===== config.mk =====
export PLATFORM = sky130hd
export DESIGN_NAME = bullet_launcher_flat
export DESIGN_NICKNAME = d
export VERILOG_FILES = /design/src/rtl/bullet_launcher_if.sv /design/src/rtl/bullet_launcher.sv /design/src/flat_wrapper.sv
export SDC_FILE = /design/constraint.sdc
export NUM_CORES = 1
export LEC_CHECK = 0
export CELL_PAD_IN_SITES_DETAIL_PLACEMENT = 0
export CELL_PAD_IN_SITES_GLOBAL_PLACEMENT = 2
export CORE_MARGIN = 2
export CORE_UTILIZATION = 25
export CTS_CLUSTER_SIZE = 12
export DETAILED_ROUTE_END_ITERATION = 16
export PLACE_DENSITY = 0.7
export SLEW_MARGIN = 20
export SYNTH_ARGS = -nofsm -noshare
export SYNTH_HDL_FRONTEND = slang
export SYNTH_SLANG_ARGS = --single-unit

===== constraint.sdc =====
create_clock -name Clk -period 3.45 [get_ports Clk]
set_input_delay 0.5175 -clock Clk [delete_from_list [all_inputs] [get_ports Clk]]
set_output_delay 0.5175 -clock Clk [all_outputs]
set_load 0.005 [all_outputs]

===== src/rtl/bullet_launcher_if.sv =====
// Bullet launcher bus: turret-stage launch parameters, frame timing, keypress
// and collision inputs, plus the bullet state returned to the colour mapper.
interface bullet_launcher_if;
  logic       frame_clk;
  logic [7:0] keycode;
  logic [9:0] init_pos_x;
  logic [9:0] init_pos_y;
  logic [9:0] motion_x;
  logic [9:0] motion_y;
  logic       hit;
  logic [9:0] bullet_x;
  logic [9:0] bullet_y;
  logic       bullet_active;
  logic       ready;
  logic [7:0] shots_fired;

  modport master (
    output frame_clk, keycode, init_pos_x, init_pos_y, motion_x, motion_y, hit,
    input  bullet_x, bullet_y, bullet_active, ready, shots_fired
  );

  modport slave (
    input  frame_clk, keycode, init_pos_x, init_pos_y, motion_x, motion_y, hit,
    output bullet_x, bullet_y, bullet_active, ready, shots_fired
  );
endinterface


===== src/rtl/bullet_launcher.sv =====
// Single-bullet launcher: latches the turret's start position and motion on a
// fire keypress, steps the bullet once per frame, retires it on a screen exit
// or a collision hit, then waits a number of frames before re-arming.
// Optional macro BULLET_GRAVITY_EN adds a periodic +1 to the Y velocity.
//
// state    | meaning
// IDLE     | armed, waiting for a fresh fire keypress
// FLIGHT   | bullet on screen, stepped on each frame tick
// COOLDOWN | bullet retired, counting frame ticks before re-arming
module bullet_launcher #(
  parameter logic [7:0] FIRE_KEY        = 8'h2C,
  parameter int         SPEED           = 2,
  parameter int         X_MAX           = 639,
  parameter int         Y_MAX           = 479,
  parameter int         COOLDOWN_FRAMES = 4
`ifdef BULLET_GRAVITY_EN
  , parameter int       GRAVITY_PERIOD  = 8
`endif
) (
  input  logic           Clk,
  input  logic           Reset,
  bullet_launcher_if.slave bus
);

  typedef enum logic [1:0] {IDLE, FLIGHT, COOLDOWN} state_t;

  localparam logic signed [11:0] SPEED_S = 12'(SPEED);
  localparam logic signed [11:0] X_LIM   = 12'(X_MAX);
  localparam logic signed [11:0] Y_LIM   = 12'(Y_MAX);
  localparam logic [7:0]         CD_LAST = 8'(COOLDOWN_FRAMES);
`ifdef BULLET_GRAVITY_EN
  localparam logic [7:0]         GRAV_LAST = 8'(GRAVITY_PERIOD - 1);
  localparam logic signed [11:0] VY_CAP    = 12'(7 * SPEED);
`endif

  state_t state, state_nxt;
  logic [2:0] fsync;
  logic       frame_tick;
  logic [7:0] key_prev;
  logic       fire_req;

  logic [9:0]        pos_x, pos_y, pos_x_nxt, pos_y_nxt;
  logic signed [11:0] vel_x, vel_y, vel_x_nxt, vel_y_nxt;
  logic              active, active_nxt;
  logic              ready_q, ready_nxt;
  logic [7:0]        shots, shots_nxt;
  logic [7:0]        cd_cnt, cd_nxt;
`ifdef BULLET_GRAVITY_EN
  logic [7:0]        grav_cnt, grav_nxt;
`endif

  logic signed [11:0] mot_x_ext, mot_y_ext, next_x, next_y;
  logic               out_of_bounds;

  // fsync[0..1] resynchronise frame_clk; fsync[2] is the previous value for edge detect
  assign frame_tick = fsync[1] & ~fsync[2];
  assign fire_req   = (bus.keycode == FIRE_KEY) && (key_prev != FIRE_KEY);

  assign mot_x_ext = {{2{bus.motion_x[9]}}, bus.motion_x};
  assign mot_y_ext = {{2{bus.motion_y[9]}}, bus.motion_y};
  assign next_x    = $signed({2'b00, pos_x}) + vel_x;
  assign next_y    = $signed({2'b00, pos_y}) + vel_y;
  assign out_of_bounds = next_x[11] || next_y[11] || (next_x > X_LIM) || (next_y > Y_LIM);

  // Next-state and datapath decisions for the launch / flight / cooldown cycle
  always_comb begin
    state_nxt  = state;
    pos_x_nxt  = pos_x;
    pos_y_nxt  = pos_y;
    vel_x_nxt  = vel_x;
    vel_y_nxt  = vel_y;
    active_nxt = active;
    shots_nxt  = shots;
    cd_nxt     = cd_cnt;
`ifdef BULLET_GRAVITY_EN
    grav_nxt   = grav_cnt;
`endif
    case (state)
      IDLE: begin
        if (fire_req) begin
          vel_x_nxt  = mot_x_ext * SPEED_S;
          vel_y_nxt  = mot_y_ext * SPEED_S;
          pos_x_nxt  = bus.init_pos_x;
          pos_y_nxt  = bus.init_pos_y;
          active_nxt = 1'b1;
          shots_nxt  = shots + 8'd1;
          state_nxt  = FLIGHT;
`ifdef BULLET_GRAVITY_EN
          grav_nxt   = '0;
`endif
        end
      end
      FLIGHT: begin
        // a hit wins over a same-cycle tick so the bullet freezes where it struck
        if (bus.hit || (frame_tick && out_of_bounds)) begin
          active_nxt = 1'b0;
          cd_nxt     = '0;
          if (COOLDOWN_FRAMES == 0) state_nxt = IDLE;
          else                      state_nxt = COOLDOWN;
        end else if (frame_tick) begin
          pos_x_nxt = next_x[9:0];
          pos_y_nxt = next_y[9:0];
`ifdef BULLET_GRAVITY_EN
          // the bumped velocity is used from the following tick onwards
          if (grav_cnt == GRAV_LAST) begin
            grav_nxt = '0;
            if (vel_y < VY_CAP) vel_y_nxt = vel_y + 12'sd1;
          end else begin
            grav_nxt = grav_cnt + 8'd1;
          end
`endif
        end
      end
      COOLDOWN: begin
        if (frame_tick) begin
          cd_nxt = cd_cnt + 8'd1;
          if (cd_cnt + 8'd1 == CD_LAST) state_nxt = IDLE;
        end
      end
      default: state_nxt = IDLE;
    endcase
    ready_nxt = (state_nxt == IDLE);
  end

  // State and datapath registers
  always_ff @(posedge Clk or negedge Reset) begin
    if (!Reset) begin
      state    <= IDLE;
      fsync    <= '0;
      key_prev <= '0;
      pos_x    <= '0;
      pos_y    <= '0;
      vel_x    <= '0;
      vel_y    <= '0;
      active   <= 1'b0;
      ready_q  <= 1'b1;
      shots    <= '0;
      cd_cnt   <= '0;
`ifdef BULLET_GRAVITY_EN
      grav_cnt <= '0;
`endif
    end else begin
      state    <= state_nxt;
      fsync    <= {fsync[1:0], bus.frame_clk};
      key_prev <= bus.keycode;
      pos_x    <= pos_x_nxt;
      pos_y    <= pos_y_nxt;
      vel_x    <= vel_x_nxt;
      vel_y    <= vel_y_nxt;
      active   <= active_nxt;
      ready_q  <= ready_nxt;
      shots    <= shots_nxt;
      cd_cnt   <= cd_nxt;
`ifdef BULLET_GRAVITY_EN
      grav_cnt <= grav_nxt;
`endif
    end
  end

  assign bus.bullet_x      = pos_x;
  assign bus.bullet_y      = pos_y;
  assign bus.bullet_active = active;
  assign bus.ready         = ready_q;
  assign bus.shots_fired   = shots;

endmodule


===== src/flat_wrapper.sv =====
// flat-port wrapper written by rule: the top's interface ports become plain ports
module bullet_launcher_flat 
#(
  parameter logic [7:0] FIRE_KEY        = 8'h2C,
  parameter int         SPEED           = 2,
  parameter int         X_MAX           = 639,
  parameter int         Y_MAX           = 479,
  parameter int         COOLDOWN_FRAMES = 4

)
  (Clk, Reset, bus_frame_clk, bus_keycode, bus_init_pos_x, bus_init_pos_y, bus_motion_x, bus_motion_y, bus_hit, bus_bullet_x, bus_bullet_y, bus_bullet_active, bus_ready, bus_shots_fired);
  bullet_launcher_if bus_i ();
  input  logic Clk;
  input  logic Reset;
  input wire logic [$bits(bus_i.frame_clk)-1:0] bus_frame_clk;
  input wire logic [$bits(bus_i.keycode)-1:0] bus_keycode;
  input wire logic [$bits(bus_i.init_pos_x)-1:0] bus_init_pos_x;
  input wire logic [$bits(bus_i.init_pos_y)-1:0] bus_init_pos_y;
  input wire logic [$bits(bus_i.motion_x)-1:0] bus_motion_x;
  input wire logic [$bits(bus_i.motion_y)-1:0] bus_motion_y;
  input wire logic [$bits(bus_i.hit)-1:0] bus_hit;
  output wire logic [$bits(bus_i.bullet_x)-1:0] bus_bullet_x;
  output wire logic [$bits(bus_i.bullet_y)-1:0] bus_bullet_y;
  output wire logic [$bits(bus_i.bullet_active)-1:0] bus_bullet_active;
  output wire logic [$bits(bus_i.ready)-1:0] bus_ready;
  output wire logic [$bits(bus_i.shots_fired)-1:0] bus_shots_fired;
  assign bus_i.frame_clk = bus_frame_clk;
  assign bus_i.keycode = bus_keycode;
  assign bus_i.init_pos_x = bus_init_pos_x;
  assign bus_i.init_pos_y = bus_init_pos_y;
  assign bus_i.motion_x = bus_motion_x;
  assign bus_i.motion_y = bus_motion_y;
  assign bus_i.hit = bus_hit;
  assign bus_bullet_x = bus_i.bullet_x;
  assign bus_bullet_y = bus_i.bullet_y;
  assign bus_bullet_active = bus_i.bullet_active;
  assign bus_ready = bus_i.ready;
  assign bus_shots_fired = bus_i.shots_fired;
  bullet_launcher #(.FIRE_KEY(FIRE_KEY), .SPEED(SPEED), .X_MAX(X_MAX), .Y_MAX(Y_MAX), .COOLDOWN_FRAMES(COOLDOWN_FRAMES)) u_core (.Clk(Clk), .Reset(Reset), .bus(bus_i));
endmodule

==> results of run 1 <==
==> layer usage <==
| metal | part of all wire, % | wire (um) |
|---|---|---|
| met5 | 0 | 0 |
| met4 | 1.5 | 148 |
| met3 | 5.9 | 573 |
| met2 | 47 | 4550 |
| met1 | 46 | 4460 |
==> power by group <==
part	switching, mW	internal [mW]	leakage [nW]
registers	0.0712	0.922	0.940
logic	0.204	0.233	1.25
clock network	0.354	0.646	0.155
==> worst max-delay path, delay by kind of cell, from the launching register on <==
kind                     cells  cell delay [ns]
flip-flops                   1             0.40
buffers and inverters        1             0.30
adder cells (fa/ha/maj)      1             0.36
AND/OR/NAND/NOR              1             0.07
AO/OA/AOI/OAI                7             1.84
==> worst max path at each step <==
stage / from / endpoint / slack, ns / cells after the start
floorplan: u_core.bus.bullet_y[1]$_DFFE_PN0P_ / u_core.bus.bullet_x[7]$_DFFE_PN0P_ / 0.95 / 9
global placement: u_core.bus.bullet_x[1]$_DFFE_PN0P_ / u_core.bus.bullet_y[7]$_DFFE_PN0P_ / 0.42 / 11
detailed placement: u_core.bus.bullet_x[1]$_DFFE_PN0P_ / u_core.bus.bullet_x[2]$_DFFE_PN0P_ / 0.37 / 11
CTS: u_core.bus.bullet_x[1]$_DFFE_PN0P_ / u_core.bus.bullet_x[2]$_DFFE_PN0P_ / 0.35 / 11
global route: u_core.bus.bullet_x[3]$_DFFE_PN0P_ / u_core.bus.bullet_x[4]$_DFFE_PN0P_ / 0.15 / 10
finish: u_core.bus.bullet_x[3]$_DFFE_PN0P_ / u_core.bus.bullet_x[2]$_DFFE_PN0P_ / 0.40 / 10
==> state kept, by name, indices dropped and copies added (netlist names) <==
name / cells
u_core.vel_x: 10
u_core.bus.ready: 1
u_core.cd_cnt: 8
u_core.bus.shots_fired: 8
u_core.state: 2
u_core.bus.bullet_y: 10
u_core.key_prev: 8
u_core.vel_y: 10
u_core.bus.bullet_x: 10
u_core.fsync: 3
u_core.bus.bullet_active: 1
==> stage by stage <==
stage	setup WS, ns	utilization (%)	hold slack (ns)
final	0.396	35.1	0.321
after global routing	0.145	35.1	0.367
after CTS	0.350	35.1	0.362
after detailed placement	0.368	32.9	0.348
after global placement	0.420	32.9	0.339
after floorplan	0.949	-	0.222
==> area by class of cell <==
cell class	count	area share [%]
sequential	71	34.6
multi-input combinational	265	37.8
tap	184	4.48
clock buffer	11	4.73
inverter	5	0.365
clock inverter	4	1.36
timing repair buffer	87	16.6
==> kinds of logic (layout without fill, tap and decap cells) <==
family,Yosys count,in the layout,synth area share (%)
xor+xnor,20,20,4.63
buf+inv,18,107,2.12
flops,71,71,47.0
simple gates,96,96,12.4
compound gates,95,95,16.9
fa+ha+maj,22,22,7.67
mux,32,32,9.26
==> cells in the mapped netlist (all sizes together) (4+ instances only) <==
| cell type | number | area, um2 |
|---|---|---|
| nand2 | 36 | 135 |
| nand2b | 4 | 25.0 |
| xnor2 | 10 | 87.6 |
| nand3 | 8 | 40.0 |
| nor2 | 19 | 78.8 |
| buf | 6 | 35.0 |
| xor2 | 10 | 87.6 |
| a21oi | 24 | 124 |
| mux2i | 8 | 80.1 |
| ha | 20 | 250 |
| dfrtp | 70 | 1750 |
| a21o | 10 | 75.1 |
| mux2 | 24 | 270 |
| o21ai | 28 | 140 |
| a211oi | 6 | 55.1 |
| inv | 5 | 18.8 |
| and3 | 10 | 62.6 |
| clkbuf | 7 | 26.3 |
==> results.yml, run 1 <==
global_routing:
  grt_pass1_wl_um: 16200
  grt_pass1_vias: 3163
  antenna_found_initial: 1
  grt-ovfl-total: 0
  grt_max_degree: 72
  global_route.peak_usage_layer: "met2"
  groute.layer.met3.usage_pct: 4.52
  met2_usage_pct: 20.6
  grt_usage_pct: 13.0
  met1_layer_usage_reported_by_global_route_pct: 16.3
job:
  maxCapViolations: 0
sta:
  setup_repair_after_global_routing_missed_its_margin: "false"
  fin_setup_tns_ns: 0
  period_needed_ns: 3.05
  finalMaxSlewViolations: 0
  worst_pin_slew_ns: 0.930
  report.final.hold_viol_count: 0
  timing.fmax_mhz: 327
  slew_headroom_pct: 38.0
  final_min_period_over_clock_period_pct: 88.5
  skew_ns: 0.00855
  finalSetupViolCount: 0
die:
  design.die.area_um2: 16100
  floorplan.die.height_um: 127
  start_util_pct: 25.8
  core_area_um2: 14600
  std_cell_rows: 44
  io-pin-count: 82
  dieWidth_um: 127
clocking:
  clock_buffers_created_by_tritoncts: 9
  clkTransAtPathRegs_ns: 0.06
  hold_buffers: 0
  h-tree-depth: 3
  post_cts_resize_count: 0
  clockRootBuffer: "sky130_fd_sc_hd__clkbuf_16"
  clk_latency_ns: 0.34
  cts_setup_buffers: 0
  tritoncts: "built"
  clock_tree.buffer_depth: 2
  clock_sinks: 71
worst_setup_path:
  critical_path.max_fanout: 21
  crit-reg2reg-capture: "u_core.bus.bullet_x[2]$_DFFE_PN0P_"
  worstPathArrival_ns: 3.32
  worst-r2r-cell-count: 10
  setup.worst_path.class: "flip-flop to flip-flop"
  critical_path.startpoint_type: "flip-flop"
  dominant_cell_type_by_count_on_the_critical_path: "sky130_fd_sc_hd__o211ai_1"
  critical_path.max_stage_delay_ns: 0.56
  series_of_cell_instances_along_the_critical_path: "ha_1, o211ai_1, o211ai_1, a221o_1, a21boi_0, o21a_1, a31oi_4, buf_4, nand2_1, o21ai_1"
  regToRegSetupSlack_ns: 0.40
  cp_data_required_time_ns: 3.71
  timing.rr.start: "u_core.bus.bullet_x[3]$_DFFE_PN0P_"
  category_of_the_worst_setup_path_capture_point: "flip-flop"
  cp_slowest_cell: "sky130_fd_sc_hd__a31oi_4"
layout:
  layout_commonest_cell: "sky130_fd_sc_hd__clkdlybuf4s50_1"
  finish.net_count: 513
  layout.cells.non_filler: 627
  fillers: 1474
  layout_cells_sized_above_1_pct: 12.0
  final_cell_area_um2: 5140
  num_antenna_cells: 0
  area_used_by_multi_input_combinational_logic_um2: 1940
  most_frequent_cells_in_the_layout: "sky130_fd_sc_hd__clkdlybuf4s50_1 (80), sky130_fd_sc_hd__dfrtp_1 (70), sky130_fd_sc_hd__nand2_1 (36), sky130_fd_sc_hd__a21oi_1 (23), sky130_fd_sc_hd__mux2_2 (22)"
  area.sequential_um2: 1780
  area_delta_synth_final_pct: 35.8
synth:
  syn_inst: 354
  synth_cell_types: 54
  sequential_area_share_after_synthesis_pct: 47.0
  synth-warning-count: 0
  syn_avg_cell_area_um2: 10.7
  async_flop_share_pct: 100
  synth_enable_flop_cells: 0
  synth.cell_area_um2: 3780
  postSynth.topFlopCell: "sky130_fd_sc_hd__dfrtp_1"
  postSynthRegisterBits: 71
  postSynthNetCount: 428
place:
  detailedPlacementHpwl_um: 7030
  place_area_um2: 4820
  gpl.final_weighted_congestion: 0.823
  dp_cells: 612
  port_buffers: 81
route:
  routed_wl_um: 9730
  ant_nets: 0
  number_of_drc_violations_after_detailed_routing_iteration_0: 136
  vias_per_cell: 4.65
  route.detailed.drc: 0
  detailroute.via_count: 2915
  wl_per_cell_um: 15.5
  firstDrtPassIters: 4
hold_path:
  class_of_the_worst_hold_path: "input port to async pin"
pwr:
  total_leakage_power_nw: 2.35
  power.ir.vdd_worst_v: 0.000216
  p_per_area_nw_per_um2: 473
  power.total_mw: 2.43
status:
  outcome: "complete, no violations"
Power figures use the tool's default switching activity.
==> run 2: changes to the inputs <==
PLACE_DENSITY = 0.76   (was 0.7)
==> run 2 against run 1 <==
Compared with the run above:
- sequential power barely moved
- setup slack better by 0.16 ns
- clock skew is 0.0030 ns higher
- power rose by 3.7%
- global-route usage decreased by 0.45 points
- wire length fell by 1.1%
- first-iteration DRC count is 18% lower
- worst hold slack lost 0.029 ns
- largest power group unchanged
==> results.yml, run 2 (synthesis results as in run 1) <==
status:
  outcome: "complete, no violations"
die:
  core_area_um2: 14600
  start_util_pct: 25.8
  design.die.area_um2: 16100
  dieWidth_um: 127
  io-pin-count: 82
  floorplan.die.height_um: 127
  std_cell_rows: 44
clocking:
  clock_sinks: 71
  h-tree-depth: 3
  clk_latency_ns: 0.34
  hold_buffers: 0
  tritoncts: "built"
  clockRootBuffer: "sky130_fd_sc_hd__clkbuf_16"
  clock_buffers_created_by_tritoncts: 9
  clock_tree.buffer_depth: 2
  cts_setup_buffers: 0
  post_cts_resize_count: 0
  clkTransAtPathRegs_ns: 0.07
layout:
  layout_commonest_cell: "sky130_fd_sc_hd__clkdlybuf4s50_1"
  most_frequent_cells_in_the_layout: "sky130_fd_sc_hd__clkdlybuf4s50_1 (80), sky130_fd_sc_hd__dfrtp_1 (70), sky130_fd_sc_hd__nand2_1 (36), sky130_fd_sc_hd__a21oi_1 (23), sky130_fd_sc_hd__mux2_2 (22)"
  area_delta_synth_final_pct: 36.8
  layout_cells_sized_above_1_pct: 12.0
  num_antenna_cells: 0
  fillers: 1475
  finish.net_count: 512
sta:
  final_min_period_over_clock_period_pct: 84.0
  setup_repair_after_global_routing_missed_its_margin: "false"
  fin_setup_tns_ns: 0
  finalMaxSlewViolations: 0
  finalSetupViolCount: 0
  slew_headroom_pct: 38.8
  period_needed_ns: 2.90
  skew_ns: 0.0116
  hold-worst-slack_ns: 0.292
  timing.fmax_mhz: 345
  report.final.hold_viol_count: 0
  worst_pin_slew_ns: 0.918
worst_setup_path:
  setup.worst_path.class: "flip-flop to flip-flop"
  worstPathArrival_ns: 3.12
  critical_path.startpoint_type: "flip-flop"
  cp_data_required_time_ns: 3.67
  cp_slowest_cell: "sky130_fd_sc_hd__a31oi_4"
  series_of_cell_instances_along_the_critical_path: "ha_1, a211oi_2, o211ai_1, a221o_1, a21boi_0, o21a_1, a31oi_4, mux2_1"
  category_of_the_worst_setup_path_capture_point: "flip-flop"
  critical_path.max_stage_delay_ns: 0.47
  critical_path.max_fanout: 15
place:
  port_buffers: 81
  gpl.final_weighted_congestion: 0.798
  detailedPlacementHpwl_um: 7100
global_routing:
  grt_max_degree: 72
  met1_layer_usage_reported_by_global_route_pct: 16.3
  groute.layer.met3.usage_pct: 5.44
  grt_pass1_wl_um: 15900
  grt_usage_pct: 12.5
  antenna_found_initial: 2
  grt-ovfl-total: 0
  global_route.peak_usage_layer: "met2"
  met2_usage_pct: 19.2
  grt_pass1_vias: 3055
route:
  route.detailed.drc: 0
  number_of_drc_violations_after_detailed_routing_iteration_0: 112
  firstDrtPassIters: 4
  vias_per_cell: 4.68
  wl_per_cell_um: 15.3
  ant_nets: 0
  detailroute.via_count: 2934
  routed_wl_um: 9620
pwr:
  p_per_area_nw_per_um2: 487
  total_leakage_power_nw: 2.36
  power.ir.vdd_worst_v: 0.000266
job:
  maxCapViolations: 0
hold_path:
  class_of_the_worst_hold_path: "input port to async pin"
## run 2: worst paths after layout
check	from	slack, ns	depth (start not counted)	to
worst max-delay path	u_core.bus.bullet_x[2]$_DFFE_PN0P_	0.55	8	u_core.bus.bullet_x[7]$_DFFE_PN0P_
worst min-delay path	Reset	0.29	1	u_core.bus.shots_fired[7]$_DFFE_PN0P_
worst max register to register	u_core.bus.bullet_x[2]$_DFFE_PN0P_	0.55	8	u_core.bus.bullet_x[7]$_DFFE_PN0P_
worst min register to register	u_core.fsync[0]$_DFF_PN0_	0.36	0	u_core.fsync[1]$_DFF_PN0_
max in group asynchronous	Reset	2.53	1	u_core.vel_x[4]$_DFFE_PN0P_
min in group Clk	u_core.fsync[0]$_DFF_PN0_	0.36	0	u_core.fsync[1]$_DFF_PN0_
## run 2: area by class of cell
type	instances	area [um2]	share of cell area, %
Sequential cell	71	1780	34.4
Clock buffer	10	229	4.43
Tap cell	184	230	4.45
Inverter	5	18.8	0.363
Timing Repair Buffer	86	858	16.6
Clock inverter	6	116	2.25
Multi-Input combinational cell	265	1940	37.6
## run 2: layer usage
layer  vias up  part of all wire (%)
met2        71                    44
li1       1449                     -
met4         4                   1.1
met1      1397                    48
met5         -                  0.28
met3        13                   6.3
## run 2: metrics by stage
stage | std cells | util, % | power [mW] | setup WS (ns) | instance area, um2
2_1_floorplan | 354 | - | 1.24 | 0.949 | 3780
3_3_place_gp | 611 | 33.0 | 1.44 | 0.614 | 4830
3_5_place_dp | 611 | 33.0 | 1.45 | 0.561 | 4830
4_1_cts | 627 | 35.3 | 2.56 | 0.542 | 5170
5_1_grt | 627 | 35.3 | 2.66 | 0.347 | 5170
6_report | 627 | 35.3 | 2.52 | 0.551 | 5170
## run 2: power breakdown
group | leakage, nW | internal (mW) | switching, mW
combinational | 1.25 | 0.233 | 0.203
clock | 0.167 | 0.712 | 0.379
sequential | 0.940 | 0.922 | 0.0715
total | 2.36 | 1.87 | 0.653
## run 2: worst max-delay path, delay by kind of cell (launching register included)
| family | cells | cell delay, ns |
|---|---|---|
| compound gates | 6 | 1.64 |
| flops | 1 | 0.42 |
| mux | 1 | 0.37 |
| fa+ha+maj | 1 | 0.34 |
==> run 3: changes to the inputs <==
PLACE_DENSITY = 0.78   (was 0.76)
clock period = 2.5 ns   (was 3.45 ns; I/O delays follow)
==> run 3 against run 2 <==
Compared with the run above:
- the flow now finishes with violations (setup timing)
- die area unchanged
- fmax up 7.9%
- register-to-register slack worse by 0.74 ns
- critical path depth up 1
- sequential power up 38%
- critical path type unchanged
- largest power group is now sequential cells
==> results.yml, run 3 (synthesis results as in run 1) <==
die:
  floorplan.die.height_um: 127
  dieWidth_um: 127
  design.die.area_um2: 16100
  start_util_pct: 25.8
  core_area_um2: 14600
  std_cell_rows: 44
  io-pin-count: 82
place:
  detailedPlacementHpwl_um: 7720
  port_buffers: 81
  gpl.final_weighted_congestion: 0.889
  place_area_um2: 5240
worst_setup_path:
  category_of_the_worst_setup_path_capture_point: "flip-flop"
  critical_path.max_fanout: 6
  cp_data_required_time_ns: 2.73
  setup.worst_path.class: "flip-flop to flip-flop"
  regToRegSetupSlack_ns: -0.19
  timing.rr.start: "u_core.bus.bullet_x[2]$_DFFE_PN0P_"
  critical_path.startpoint_type: "flip-flop"
  worstPathArrival_ns: 2.91
  crit-reg2reg-capture: "u_core.bus.bullet_y[4]$_DFFE_PN0P_"
  worst-r2r-cell-count: 9
route:
  detailroute.via_count: 3218
  routed_wl_um: 10500
  vias_per_cell: 4.69
  number_of_drc_violations_after_detailed_routing_iteration_0: 180
  firstDrtPassIters: 4
  ant_nets: 0
  route.detailed.drc: 0
  wl_per_cell_um: 15.3
sta:
  hold-worst-slack_ns: 0.359
  fin_setup_tns_ns: -2.79
  worst_pin_slew_ns: 0.561
  timing.fmax_mhz: 372
  report.final.hold_viol_count: 0
  final.setup.worst_slack_ns: -0.185
  setup_repair_after_global_routing_missed_its_margin: "true"
  slew_headroom_pct: 62.5
  finalSetupViolCount: 27
  period_needed_ns: 2.69
  finalMaxSlewViolations: 0
  skew_ns: 0.0109
  final_min_period_over_clock_period_pct: 107
pwr:
  p_per_area_nw_per_um2: 573
  total_leakage_power_nw: 2.66
  power.ir.vdd_worst_v: 0.000306
clocking:
  clkTransAtPathRegs_ns: 0.06
  tritoncts: "built"
  clock_sinks: 71
  clockRootBuffer: "sky130_fd_sc_hd__clkbuf_16"
  clock_tree.buffer_depth: 2
  clock_buffers_created_by_tritoncts: 9
  clk_latency_ns: 0.34
  h-tree-depth: 3
global_routing:
  grt_pass1_wl_um: 16800
  met2_usage_pct: 22.5
  met1_layer_usage_reported_by_global_route_pct: 16.3
  grt_usage_pct: 13.4
  groute.layer.met3.usage_pct: 4.82
  global_route.peak_usage_layer: "met2"
  grt_max_degree: 37
  grt_pass1_vias: 3319
  grt-ovfl-total: 0
  antenna_found_initial: 0
hold_path:
  holdCritStartpoint: "u_core.fsync[0]$_DFF_PN0_"
  class_of_the_worst_hold_path: "flip-flop to flip-flop"
  holdPathStages: 0
  whs_endpoint: "u_core.fsync[1]$_DFF_PN0_"
job:
  maxCapViolations: 0
layout:
  final_cell_area_um2: 5820
  num_antenna_cells: 0
  finish.net_count: 572
  utilization_pct: 39.7
  layout_commonest_cell: "sky130_fd_sc_hd__clkdlybuf4s50_1"
  layout_cells_sized_above_1_pct: 27.7
  most_frequent_cells_in_the_layout: "sky130_fd_sc_hd__clkdlybuf4s50_1 (80), sky130_fd_sc_hd__dfrtp_1 (70), sky130_fd_sc_hd__buf_4 (54), sky130_fd_sc_hd__nand2_1 (30)"
  area_delta_synth_final_pct: 53.9
  fillers: 1405
status:
  violations: "setup timing"
  outcome: "finished, violations left"
## run 3: area by class of cell
type                       count  area (um2)  share of cell area [%]
sequential                    71        1780                    30.6
clock inverter                 6        38.8                   0.667
timing repair buffer         146        1400                    24.0
multi-input combinational    265        2130                    36.6
tap                          184         230                    3.96
inverter                       5        18.8                   0.323
clock buffer                   9         225                    3.87
## run 3: through the flow
step	power (mW)	worst slack, ns	cells
after floorplan	1.71	0.00932	354
after global placement	2.11	-0.205	661
after detailed placement	2.12	-0.206	661
after CTS	3.34	-0.140	681
after global routing	3.52	-0.288	686
final	3.33	-0.185	686
## run 3: worst max-delay path by stage
stage	slack, ns	end	from	cells past startpoint
floorplan	0.009	u_core.bus.bullet_x[7]$_DFFE_PN0P_	u_core.bus.bullet_x[2]$_DFFE_PN0P_	8
global placement	-0.21	u_core.bus.bullet_active$_DFFE_PN0P_	u_core.bus.bullet_y[4]$_DFFE_PN0P_	10
detailed placement	-0.21	u_core.cd_cnt[1]$_DFFE_PN0P_	u_core.bus.bullet_y[1]$_DFFE_PN0P_	10
CTS	-0.14	u_core.bus.bullet_y[9]$_DFFE_PN0P_	u_core.bus.bullet_x[3]$_DFFE_PN0P_	10
global route	-0.29	u_core.bus.bullet_y[9]$_DFFE_PN0P_	u_core.bus.bullet_x[3]$_DFFE_PN0P_	11
finish	-0.19	u_core.bus.bullet_y[4]$_DFFE_PN0P_	u_core.bus.bullet_x[2]$_DFFE_PN0P_	9
## run 3: worst max-delay path: stages, from the launching register on
cell and delay, ns:
sky130_fd_sc_hd__dfrtp_1 0.42, sky130_fd_sc_hd__ha_4 0.26, sky130_fd_sc_hd__a211oi_4 0.27, sky130_fd_sc_hd__o211ai_1 0.16, sky130_fd_sc_hd__a221o_1 0.39, sky130_fd_sc_hd__a21boi_2 0.17
sky130_fd_sc_hd__o21a_4 0.24, sky130_fd_sc_hd__a31oi_4 0.19, sky130_fd_sc_hd__buf_12 0.15, sky130_fd_sc_hd__mux2_1 0.32
## run 3: per-layer routing
layer,vias up,routed length [um]
li1,1576,-
met1,1554,4650
met2,81,5170
met3,7,616
met4,0,90
met5,-,0
## run 3: what timing repair did
action,in CTS,in global routing
setup endpoints to repair,29,29
hold buffers,1,0
gates cloned,0,1
buffers inserted,4,5
gates resized for setup,16,29
endpoints found under the hold margin,13,0
pin swaps,6,16
## run 3: where the power goes
part / switching (mW) / internal [mW]
clock network: 0.510 / 0.662
registers: 0.0999 / 1.27
logic: 0.343 / 0.448
